**config.mk**
```make
export PLATFORM = sky130hd
export DESIGN_NAME = keypad_digit_entry_flat
export DESIGN_NICKNAME = d
export VERILOG_FILES = /design/src/rtl/keypad_digit_entry_if.sv /design/src/rtl/keypad_digit_entry.sv /design/src/flat_wrapper.sv
export SDC_FILE = /design/constraint.sdc
export NUM_CORES = 1
export LEC_CHECK = 0
export ABC_CLOCK_PERIOD_IN_PS = 5350
export CAP_MARGIN = 40
export CORE_MARGIN = 2
export CORE_UTILIZATION = 55
export CTS_CLUSTER_SIZE = 40
export DETAILED_ROUTE_END_ITERATION = 8
export PLACE_DENSITY = 0.93
export SETUP_SLACK_MARGIN = 0.3
export SYNTH_ARGS = -nofsm -noshare
export SYNTH_HDL_FRONTEND = slang
export SYNTH_SLANG_ARGS = --single-unit
```
**constraint.sdc**
```tcl
create_clock -name clock -period 5.35 [get_ports clock]
set_clock_uncertainty 0.1 [all_clocks]
set_input_delay 0.8025 -clock clock [delete_from_list [all_inputs] [get_ports clock]]
set_output_delay 0.8025 -clock clock [all_outputs]
set_load 0.03 [all_outputs]
```
**src/rtl/keypad_digit_entry_if.sv**
```systemverilog
// Keypad entry bus: raw key lines and controls in, BCD strobe and entry register out.
// key_valid and error are single-cycle strobes with no back-pressure: the consumer takes bcd on the cycle key_valid is high; digits, digit_count and full are levels.
interface keypad_digit_entry_if #(
    parameter int NUM_KEYS   = 10,
    parameter int NUM_DIGITS = 4
);
    logic [NUM_KEYS-1:0]               keyboard;
    logic                              enablen;
    logic                              clear;
    logic [3:0]                        bcd;
    logic                              key_valid;
    logic                              error;
    logic [4*NUM_DIGITS-1:0]           digits;
    logic [$clog2(NUM_DIGITS+1)-1:0]   digit_count;
    logic                              full;

    modport master (
        output keyboard, enablen, clear,
        input  bcd, key_valid, error, digits, digit_count, full
    );

    modport slave (
        input  keyboard, enablen, clear,
        output bcd, key_valid, error, digits, digit_count, full
    );
endinterface

```
**src/rtl/keypad_digit_entry.sv**
```systemverilog
// Debounced one-hot keypad encoder: accepts each press once, strobes its BCD code
// and shifts accepted digits into an N-digit entry register.
module keypad_digit_entry #(
    parameter int NUM_KEYS        = 10,
    parameter int DEBOUNCE_CYCLES = 4,
    parameter int NUM_DIGITS      = 4
) (
    input  logic                   clock,
    input  logic                   reset,
    keypad_digit_entry_if.slave    kp,
    output logic [1:0]             state_dbg
);
    localparam int CNT_W = $clog2(DEBOUNCE_CYCLES + 1);
    localparam int DC_W  = $clog2(NUM_DIGITS + 1);
    localparam int DW    = 4 * NUM_DIGITS;
    localparam logic [CNT_W-1:0] CNT_LAST = CNT_W'(DEBOUNCE_CYCLES - 1);
    localparam logic [DC_W-1:0]  DC_MAX   = DC_W'(NUM_DIGITS);

    typedef enum logic [1:0] {
        IDLE      = 2'd0,
        DEB_PRESS = 2'd1,
        HOLD      = 2'd2,
        DEB_REL   = 2'd3
    } state_t;

    state_t               state_q, state_d;
    logic [NUM_KEYS-1:0]  ks;
    logic [NUM_KEYS-1:0]  key_q, key_d;
    logic [3:0]           idx_q, idx_d, ks_idx;
    logic [CNT_W-1:0]     cnt_q, cnt_d;
    logic                 err_armed_q, err_armed_d;
    logic                 ks_any, ks_multi;
    logic                 accept, err_fire;

    logic [3:0]           bcd_q;
    logic                 key_valid_q, error_q, full_q;
    logic [DW-1:0]        digits_q, digits_d, idx_ext;
    logic [DC_W-1:0]      count_q, count_d;

    always_comb begin
        ks_any   = |ks;
        ks_multi = |(ks & (ks - NUM_KEYS'(1)));
        ks_idx   = '0;
        for (int i = 0; i < NUM_KEYS; i++) begin
            if (ks[i]) ks_idx = 4'(i);
        end
    end

    // err_armed drops once an error has fired, so a held multi-key pattern
    // reports once; any other sample or state re-arms it.
    always_comb begin
        state_d     = state_q;
        cnt_d       = cnt_q;
        key_d       = key_q;
        idx_d       = idx_q;
        err_armed_d = 1'b1;
        accept      = 1'b0;
        err_fire    = 1'b0;
        case (state_q)
            IDLE: begin
                if (ks_multi) begin
                    err_fire    = err_armed_q;
                    err_armed_d = 1'b0;
                end else if (ks_any && !kp.enablen) begin
                    key_d   = ks;
                    idx_d   = ks_idx;
                    cnt_d   = '0;
                    state_d = DEB_PRESS;
                end
            end
            DEB_PRESS: begin
                if (ks != key_q || kp.enablen) begin
                    state_d = IDLE;
                end else if (cnt_q == CNT_LAST) begin
                    accept  = 1'b1;
                    state_d = HOLD;
                end else begin
                    cnt_d = cnt_q + CNT_W'(1);
                end
            end
            HOLD: begin
                if (!ks_any) begin
                    cnt_d   = '0;
                    state_d = DEB_REL;
                end
            end
            DEB_REL: begin
                if (ks_any) begin
                    state_d = HOLD;
                end else if (cnt_q == CNT_LAST) begin
                    state_d = IDLE;
                end else begin
                    cnt_d = cnt_q + CNT_W'(1);
                end
            end
            default: state_d = IDLE;
        endcase
    end

    // Clear empties the register first, so a simultaneous accept lands alone.
    always_comb begin
        idx_ext      = '0;
        idx_ext[3:0] = idx_q;
        digits_d     = digits_q;
        count_d      = count_q;
        if (kp.clear) begin
            digits_d = '0;
            count_d  = '0;
            if (accept) begin
                digits_d = idx_ext;
                count_d  = DC_W'(1);
            end
        end else if (accept && count_q != DC_MAX) begin
            digits_d = (digits_q << 4) | idx_ext;
            count_d  = count_q + DC_W'(1);
        end
    end

    always_ff @(posedge clock) begin
        if (reset) begin
            state_q     <= IDLE;
            cnt_q       <= '0;
            ks          <= '0;
            key_q       <= '0;
            idx_q       <= '0;
            err_armed_q <= 1'b1;
            bcd_q       <= '0;
            key_valid_q <= 1'b0;
            error_q     <= 1'b0;
            digits_q    <= '0;
            count_q     <= '0;
            full_q      <= 1'b0;
        end else begin
            state_q     <= state_d;
            cnt_q       <= cnt_d;
            ks          <= kp.keyboard;
            key_q       <= key_d;
            idx_q       <= idx_d;
            err_armed_q <= err_armed_d;
            key_valid_q <= accept;
            error_q     <= err_fire;
            if (accept) bcd_q <= idx_q;
            digits_q    <= digits_d;
            count_q     <= count_d;
            full_q      <= (count_d == DC_MAX);
        end
    end

    assign kp.bcd         = bcd_q;
    assign kp.key_valid   = key_valid_q;
    assign kp.error       = error_q;
    assign kp.digits      = digits_q;
    assign kp.digit_count = count_q;
    assign kp.full        = full_q;
    assign state_dbg      = state_q;
endmodule

```
**src/flat_wrapper.sv**
```systemverilog
// flat-port wrapper written by rule: the top's interface ports become plain ports
module keypad_digit_entry_flat 
#(
    parameter int NUM_KEYS        = 10,
    parameter int DEBOUNCE_CYCLES = 4,
    parameter int NUM_DIGITS      = 4
)
  (clock, reset, state_dbg, kp_keyboard, kp_enablen, kp_clear, kp_bcd, kp_key_valid, kp_error, kp_digits, kp_digit_count, kp_full);
  keypad_digit_entry_if #(.NUM_KEYS(NUM_KEYS), .NUM_DIGITS(NUM_DIGITS)) kp_i ();
  input  logic clock;
  input  logic reset;
  output logic [1:0] state_dbg;
  input wire logic [$bits(kp_i.keyboard)-1:0] kp_keyboard;
  input wire logic [$bits(kp_i.enablen)-1:0] kp_enablen;
  input wire logic [$bits(kp_i.clear)-1:0] kp_clear;
  output wire logic [$bits(kp_i.bcd)-1:0] kp_bcd;
  output wire logic [$bits(kp_i.key_valid)-1:0] kp_key_valid;
  output wire logic [$bits(kp_i.error)-1:0] kp_error;
  output wire logic [$bits(kp_i.digits)-1:0] kp_digits;
  output wire logic [$bits(kp_i.digit_count)-1:0] kp_digit_count;
  output wire logic [$bits(kp_i.full)-1:0] kp_full;
  assign kp_i.keyboard = kp_keyboard;
  assign kp_i.enablen = kp_enablen;
  assign kp_i.clear = kp_clear;
  assign kp_bcd = kp_i.bcd;
  assign kp_key_valid = kp_i.key_valid;
  assign kp_error = kp_i.error;
  assign kp_digits = kp_i.digits;
  assign kp_digit_count = kp_i.digit_count;
  assign kp_full = kp_i.full;
  keypad_digit_entry #(.NUM_KEYS(NUM_KEYS), .DEBOUNCE_CYCLES(DEBOUNCE_CYCLES), .NUM_DIGITS(NUM_DIGITS)) u_core (.clock(clock), .reset(reset), .kp(kp_i), .state_dbg(state_dbg));
endmodule
```
== Word level (Yosys, flattened, before mapping) ==
Cells that the tools add are included.
Word-level totals
  register bits after elaboration: 56
  bits of input ports: 14
  output and inout port bits: 28
  logic and storage cells: 80
Cells by class
  equality and inequality tests: 14
  bitwise gates (word level): 4
  mux-type cells: 34
  add/subtract/negate cells: 3
  reductions and logical operators: 13
Operators by type and width (number)
  4-bit 2-to-1 mux: 9
  16-bit 2-to-1 mux: 2
  3-bit 2-to-1 mux: 8
  10-bit OR reduction: 2
  16-bit by 4-bit OR with 16-bit output: 1
  2-bit 2-to-1 mux: 7
  3-bit case mux with 4 select lines: 1
  10-bit bitwise AND: 1
  10-bit != test: 1
  5-bit AND reduction: 2
  10-bit by 1-bit subtractor with 10-bit output, second input constant: 1
  2-bit != test, second input constant: 4
  2-bit case mux with 4 select lines: 1
  3-bit by 1-bit adder with 3-bit output, second input constant: 2
  1-bit 2-to-1 mux: 6
  3-bit by 1-bit != test with 1-bit output, second input constant: 2
  2-bit == test, second input constant: 2
  3-bit by 2-bit == test with 1-bit output, second input constant: 1
  3-bit == test, second input constant: 1
  3-bit != test, second input constant: 1
  3-bit AND reduction: 1
  3-bit OR reduction: 1
  2-bit by 1-bit == test with 1-bit output, second input constant: 1
  1-bit logical AND: 2
  other kinds (7): 8

== Logic depth before layout (Yosys ltp) ==
Gate-level depths: netlist of the first run.
  depth in word-level cells: 9
  mapped depth: 10
  gate-level depth less buffers: 8

== Worst setup path before layout of the first run ==
OpenSTA, ideal clock, no wires.
  path type: reg2reg
  start: register u_core.ks[4]
  end: register u_core.key_q[8]
  buffers on the path: 2
  period minus slack after synthesis: 2.515 ns
  data required time: 5.122 ns
  cell stages (with the launch flop): 8
  path slack: 2.835 ns
  library setup time: 0.128 ns
  arrival: 2.287 ns
  cell sequence: dfxtp_1 -> buf_6 -> or4_4 -> or4_4 -> a211oi_4 -> buf_6 -> mux2i_1 -> nor2_1
On the way
  cells in the longest elaborated chain, start to end: 5
  elaborated cells on any way between the ends: 7
  classes of those cells: 1 x add/sub; 2 x bitwise; 4 x reduce/logical
Ends and longest elaborated chain
  start: declaration: RTL line keypad_digit_entry.sv:27  | logic [NUM_KEYS-1:0] ks;
  start signal: assignment: RTL line keypad_digit_entry.sv:136  | ks <= kp.keyboard;
  10-bit by 1-bit subtractor with 10-bit output: RTL line keypad_digit_entry.sv:42  | ks_multi = |(ks & (ks - NUM_KEYS'(1)));
  10-bit bitwise AND: RTL line keypad_digit_entry.sv:42
  10-bit OR reduction: RTL line keypad_digit_entry.sv:42
  1-bit NOT (no line)
  3-bit AND reduction (no line) (*)
  end signal: assignment: RTL line keypad_digit_entry.sv:137  | key_q <= key_d;
  end: declaration: RTL line keypad_digit_entry.sv:28  | logic [NUM_KEYS-1:0] key_q, key_d;
Mark *: on every way between the ends. The rest lies on a longest branch, timed or not.
A chain may end at the register's enable or synchronous reset.

== Worst setup path after layout of the first run ==
  start: input port kp_enablen
  end: register u_core.digits_q[5], in the netlist u_core.kp.digits[5]
On the way
  cells in the longest elaborated chain, start to end: 5
Ends and longest elaborated chain
  start: declaration: RTL line flat_wrapper.sv:14  | input wire logic [$bits(kp_i.enablen)-1:0] kp_enablen;
  1-bit logical OR: RTL line keypad_digit_entry.sv:72  | if (ks != key_q || kp.enablen) begin
  1-bit 2-to-1 mux: RTL line keypad_digit_entry.sv:72
  1-bit 2-to-1 mux: RTL line keypad_digit_entry.sv:59  | case (state_q)
  1-bit logical AND: RTL line keypad_digit_entry.sv:113  | end else if (accept && count_q != DC_MAX) begin
  2-bit nonzero test (no line)
  end signal: assignment: RTL line keypad_digit_entry.sv:143  | digits_q <= digits_d;
  end: declaration: RTL line keypad_digit_entry.sv:37  | logic [DW-1:0] digits_q, digits_d, idx_ext;
Every way passes these cells.

==> metrics.cfg, run 1 <==
[finish]
fin_util_pct=71.3
syn_to_final_growth_pct=23.4
fillers=298
drive_gt1_share_pct=5.41
seq_area_um2=1120
instances_no_fill=346
layout.nets=313
diodes=0
multi_input_area_um2=1130
fin_area_um2=2890

[pwr]
vdd_drop_max_mv=0.215
p_leak_nw=1.10
power_density_nw_per_um2=277

[logic_synthesis]
synthSimpleGateAreaFrac_pct=18.9
synth.area.top_cells=dfxtp_1, mux2i_1, nor2_1, a21oi_1, nand2_1
synth.most_common_cell=dfxtp_1
muxShareOfSynthArea_pct=6.83
synth_top_family_by_area=simple AND/OR/NAND/NOR gates
synth_common_cells=dfxtp_1, nor2_1, nand2_1
syn_area_um2=2350
yosysTopAreaCellShare_pct=47.8
synthFlopType=dfxtp_1
synth_top_area_cell=dfxtp_1
syn_avg_cell_area_um2=9.13
synth_edf_count=0
syn_inst=257
syn-num-nets=275
synth.distinct_cells=42
synth_fa_ha_area_share_pct=2.56
synth_xor_area_share_pct=3.73
synth_compound_area_share_pct=16.0
ys_ff_latch=56
async_reset_ff_share_pct=0
ys_seq_area_share_pct=47.8
ys_warn_count=0

[detailed_routing]
drt-met1-wl_mm=1.99
drtIter0Drc=144
wl_per_cell_um=13.5
drc=0
maxUsedRoutingLayer=met4
via_count=1956
met2_length_mm=2.35
via_per_inst=5.65
drt-pass1-iter-count=4
totalWireLength_mm=4.68
detail-route-antenna-nets=0
dr_wl_met3_um=267

[cts]
clk_latency_ns=0.32
cts_tree=done
cts_resized=0
cts_buffers=5
cts_setup_buffers=0
cts.path.max_buffers=2
hold_buffers=0
clkSlewWorstSetupHoldPaths_ns=0.11
cts-root-buf=clkbuf_8
clock_sinks=56
cts.htree.levels=2

[setup_path]
worst_path_max_delay_cell=a21oi_1
cpPeakStageDelay_ns=0.87
r2r_cells=6
critPathMostFrequentCell=a21oi_1
rr_endpoint=u_core.kp.digits[5]
cp_data_arrival_time_ns=3.40
critPathKind=input pin to register
cp-start-kind=input pin
path_buf_inv=1
setup.worst_path.end_class=register
rrSetupSlack_ns=2.45
r2r_start=u_core.ks[9]
worstPathRequired_ns=5.50
cp_max_fo=12
crit_family=simple AND/OR/NAND/NOR gates
worstPathCellList=clkdlybuf4s50_1, nor4_1, nand4_1, a21oi_1, nand2_1, a21oi_1

[hold_path]
hold_start=u_core.err_armed_q
hp-class=register to register
hold_end=u_core.kp.error
hold_depth=2

[placement]
place.port_buffers=41
gp_congestion=0.783
dp_hpwl_mm=3.39
placed_area_um2=2780
dp_cells=338

[timing]
slew_violations=0
max_clock_freq_mhz=307
period_minus_slack_ns=3.25
finalSetupViolCount=0
relSlewSlack_pct=43.9
hold_viol_final=0
worst_pin_slew_ns=0.841
fin_setup_tns_ns=0
rsz0062_at_grt=false
timing.final.crit_share_pct=60.8

[floorplanning]
start_util_pct=57.8
fp-row-count=23
die_x_um=69.3
die_h_um=69.3
coreArea_um2=4060
dieArea_um2=4800
ios=42

[global_routing]
grt_overflow=0
grt_pass1_wl_mm=8.08
grt_antenna_before_repair=0
grt_usage_pct=20.5
first_global_vias=1793
grt_max_degree=39

[outcome]
outcome=finished clean

[job]
max-cap-violations=0

## kinds of logic (layout without fill, tap and decap cells)
family | after synthesis | count (layout)
multiplexers | 16 | 16
buffers and inverters | 22 | 61
XOR/XNOR | 10 | 10
AND/OR/NAND/NOR | 95 | 95
AO/OA/AOI/OAI | 53 | 53
flip-flops | 56 | 56
adder cells (fa/ha/maj) | 5 | 5
## routing by layer
layer  vias to the layer above  track usage, %
met5                         -               0
met3                         9            5.38
met1                       914            24.0
met2                        66            36.0
met4                         0            7.63
li1                        967               -
## report_power, final
group	internal [mW]	switching, mW
logic	0.0384	0.0448
clock network	0.141	0.136
registers	0.428	0.0138
## cell usage in the layout (no fill, tap or decap), drive strengths merged, types with 2 or more instances in the layout
cell type / instances
nand4: 2
buf: 2
or4: 2
o21a: 2
a31oi: 2
a21o: 2
nor2b: 11
nor3: 4
clkdlybuf4s50: 41
nor4b: 2
inv: 10
nand2: 29
o21ai: 4
nor4: 4
nor2: 34
dfxtp: 56
a211oi: 4
clkbuf: 5
a32oi: 5
a21boi: 2
mux2i: 16
a21oi: 22
clkinv: 2
nand3: 3
ha: 4
xor2: 10
## worst max-delay path by stage
stage | cells after the start | startpoint | slack (ns) | end
after global placement | 6 | kp_enablen | 1.95 | u_core.kp.digits[12]
after floorplan | 7 | u_core.ks[4] | 2.84 | u_core.key_q[8]
after detailed placement | 6 | kp_enablen | 1.74 | u_core.kp.digits[5]
after CTS | 6 | kp_enablen | 2.08 | u_core.kp.digits[5]
final | 6 | kp_enablen | 2.10 | u_core.kp.digits[5]
after global routing | 6 | kp_enablen | 1.82 | u_core.kp.digits[5]
## final cells by class
type / instances / share of cell area, %
multi-input combinational: 179 / 39.0
sequential: 56 / 38.7
timing repair buffer: 43 / 14.8
clock buffer: 5 / 2.38
tap: 50 / 2.16
clock inverter: 3 / 1.64
inverter: 10 / 1.30
## sequential cells by signal, summed over array words and instances, names as in the netlist
name and count:
u_core.cnt_q 3, u_core.err_armed_q 1, u_core.idx_q 4, u_core.key_q 10, u_core.kp.bcd 4, u_core.kp.digit_count 3, u_core.kp.digits 16, u_core.kp.error 1
u_core.kp.full 1, u_core.kp.key_valid 1, u_core.ks 10, u_core.state_dbg 2
## per-stage QoR
step	setup slack (ns)	hold slack (ns)	total power, mW
after floorplan	2.84	0.294	0.508
after CTS	2.08	0.320	0.807
after global routing	1.82	0.355	0.836
after detailed placement	1.74	0.306	0.533
after global placement	1.95	0.301	0.529
final	2.10	0.316	0.802
## tightest hold or removal path, delay by kind of cell, from the launching register on
family	cells	cell delay, ns
buffers and inverters	1	0.04
DFF	1	0.31
and+or+nand+nor	1	0.03
Note: power is estimated with default switching activity, not from simulation.
==> run 2: changes to the inputs <==
- ABC_CLOCK_PERIOD_IN_PS: 5350 -> 3200
- CORE_UTILIZATION: 55 -> 52
- PLACE_DENSITY: 0.93 -> 0.89
- clock period: 5.35 -> 3.2 ns (I/O delays scaled with it)
==> run 2 against run 1 <==
Utilization is 4.7 points lower. Die area rose by 5.4%. Hold slack improved by 0.0014 ns. Worst setup slack lost 1.4 ns. Sequential power increased by 67%. Critical endpoint is now u_core.idx_q[1]. Non-clock buffer count increased by 2. Largest cell class unchanged. Clock power grew 62%. Critical path type is now register to register. Cell count rose by 1.2%. Clock-buffer cell count rose by 1. First-iteration DRC count rose by 16%. Routed wire length decreased by 0.90%. Largest power group unchanged.
==> metrics.cfg, run 2 (synthesized netlist as in run 1, its figures left out) <==
[outcome]
outcome=finished clean

[pwr]
power_density_nw_per_um2=457
pwr-share-seq_pct=55.7
power.net_switching_uw=313
total_power_mw=1.32
p_clk_share_pct=33.9
vdd_drop_max_mv=0.367
combPwrFrac_pct=10.4
swShare_pct=23.6
p_int_mw=1.01
p_leak_nw=1.11

[timing]
max_clock_freq_mhz=393
finalSetupViolCount=0
period_minus_slack_ns=2.54
slew_violations=0
worst_pin_slew_ns=0.556
relSlewSlack_pct=62.9
fin_setup_tns_ns=0
hold_viol_final=0
timing.final.crit_share_pct=79.5
rsz0062_at_grt=false

[setup_path]
cp_data_arrival_time_ns=2.63
rrSetupSlack_ns=0.66
critical_path.startpoint=u_core.ks[2]
cp-endpoint=u_core.idx_q[1]
rr_endpoint=u_core.idx_q[1]
r2r_start=u_core.ks[2]
setup.worst_path.end_class=register
worst_path_max_delay_cell=or4_4
cp_max_fo=16
cpPeakStageDelay_ns=0.59
cp-start-kind=register
worstPathCellList=or4_4, a2111oi_2, a21oi_1, a211oi_4, buf_4, mux2i_1, nor2_1
worstPathRequired_ns=3.29
critPathKind=register to register
r2r_cells=7

[cts]
clk_latency_ns=0.31
clock_sinks=56
cts-root-buf=clkbuf_8
cts_setup_buffers=0
hold_buffers=0
cts_buffers=5
cts.htree.levels=2
cts_tree=done
clkSlewWorstSetupHoldPaths_ns=0.09
cts.path.max_buffers=2
cts_resized=0

[finish]
fin_area_um2=2900
drive_gt1_share_pct=5.70
diodes=0
layout.nets=315
final_common_cell=dfxtp_1
fillers=331
syn_to_final_growth_pct=23.6
largest_reg_flops=16
final_cell_mix=dfxtp_1, clkdlybuf4s50_1, nor2_1

[global_routing]
first_global_vias=1818
grt_overflow=0
grt_max_degree=38
grt_antenna_before_repair=0
grt_pass1_wl_mm=8.09
grt_usage_pct=19.9

[floorplanning]
ios=42
die_h_um=71.2
die_x_um=71.2
coreArea_um2=4350
start_util_pct=53.9
fp-row-count=24
dieArea_um2=5060

[placement]
place.port_buffers=41
gp_congestion=0.848
dp_hpwl_mm=3.33
placed_area_um2=2790

[hold_path]
hp-class=register to register

[detailed_routing]
via_count=1937
detail-route-antenna-nets=0
drt-pass1-iter-count=4
drtIter0Drc=167
via_per_inst=5.53
wl_per_cell_um=13.2
drc=0
totalWireLength_mm=4.63

[job]
max-cap-violations=0

## run 2: changes by cell type in the layout (fill, tap and decap cells not counted), sizes merged
cell | previous run | this run
clkinv | 2 | 1
buf | 2 | 4
clkbuf | 5 | 6
## run 2: critical path: cells and delay by family (launching register included)
family	cells	cell delay (ns)
flops	1	0.37
simple gates	2	0.64
buf+inv	1	0.29
compound gates	3	0.78
mux	1	0.24
## run 2: metrics by stage
| step | hold WS, ns | instances | setup WS [ns] | utilization (%) |
|---|---|---|---|---|
| floorplan | 0.294 | 257 | 0.685 | - |
| global placement | 0.299 | 342 | 0.748 | 64.1 |
| detailed placement | 0.308 | 342 | 0.686 | 64.1 |
| CTS | 0.321 | 350 | 0.668 | 66.6 |
| global route | 0.351 | 350 | 0.489 | 66.6 |
| finish | 0.317 | 350 | 0.657 | 66.6 |
## run 2: how the worst min path moves through the flow
stage	startpoint	end	slack (ns)	cells past startpoint
5_1_grt	u_core.err_armed_q	u_core.kp.error	0.35	2
4_1_cts	u_core.err_armed_q	u_core.kp.error	0.32	2
3_5_place_dp	u_core.err_armed_q	u_core.kp.error	0.31	2
2_1_floorplan	u_core.err_armed_q	u_core.kp.error	0.29	2
3_3_place_gp	u_core.err_armed_q	u_core.kp.error	0.30	2
6_report	u_core.err_armed_q	u_core.kp.error	0.32	2
## run 2: layout make-up
type                    count  area [µm²]  share of cell area, %
repair buffers             45         440                   15.2
flip-flops and latches     56        1120                   38.7
clock inverters             2        35.0                   1.21
multi-input cells         179        1130                   38.9
clock buffers               6        72.6                   2.50
well taps                  52        65.1                   2.24
inverters                  10        37.5                   1.29
## run 2: power by group through the flow
stage          Combinational (mW)  Clock [mW]  Sequential, mW
6_report                    0.137       0.449           0.738
5_1_grt                     0.151       0.487           0.742
4_1_cts                     0.137       0.458           0.738
3_5_place_dp                0.137           0           0.754
3_3_place_gp                0.133           0           0.753
2_1_floorplan              0.0976           0           0.752
## run 2: per-layer routing
| metal | global-route usage (%) | vias to the layer above | part of all wire [%] |
|---|---|---|---|
| li1 | - | 968 | - |
| met1 | 24.9 | 900 | 44 |
| met2 | 32.6 | 57 | 48 |
| met3 | 4.42 | 12 | 5.0 |
| met4 | 9.01 | 0 | 2.5 |
| met5 | 0 | - | 0 |
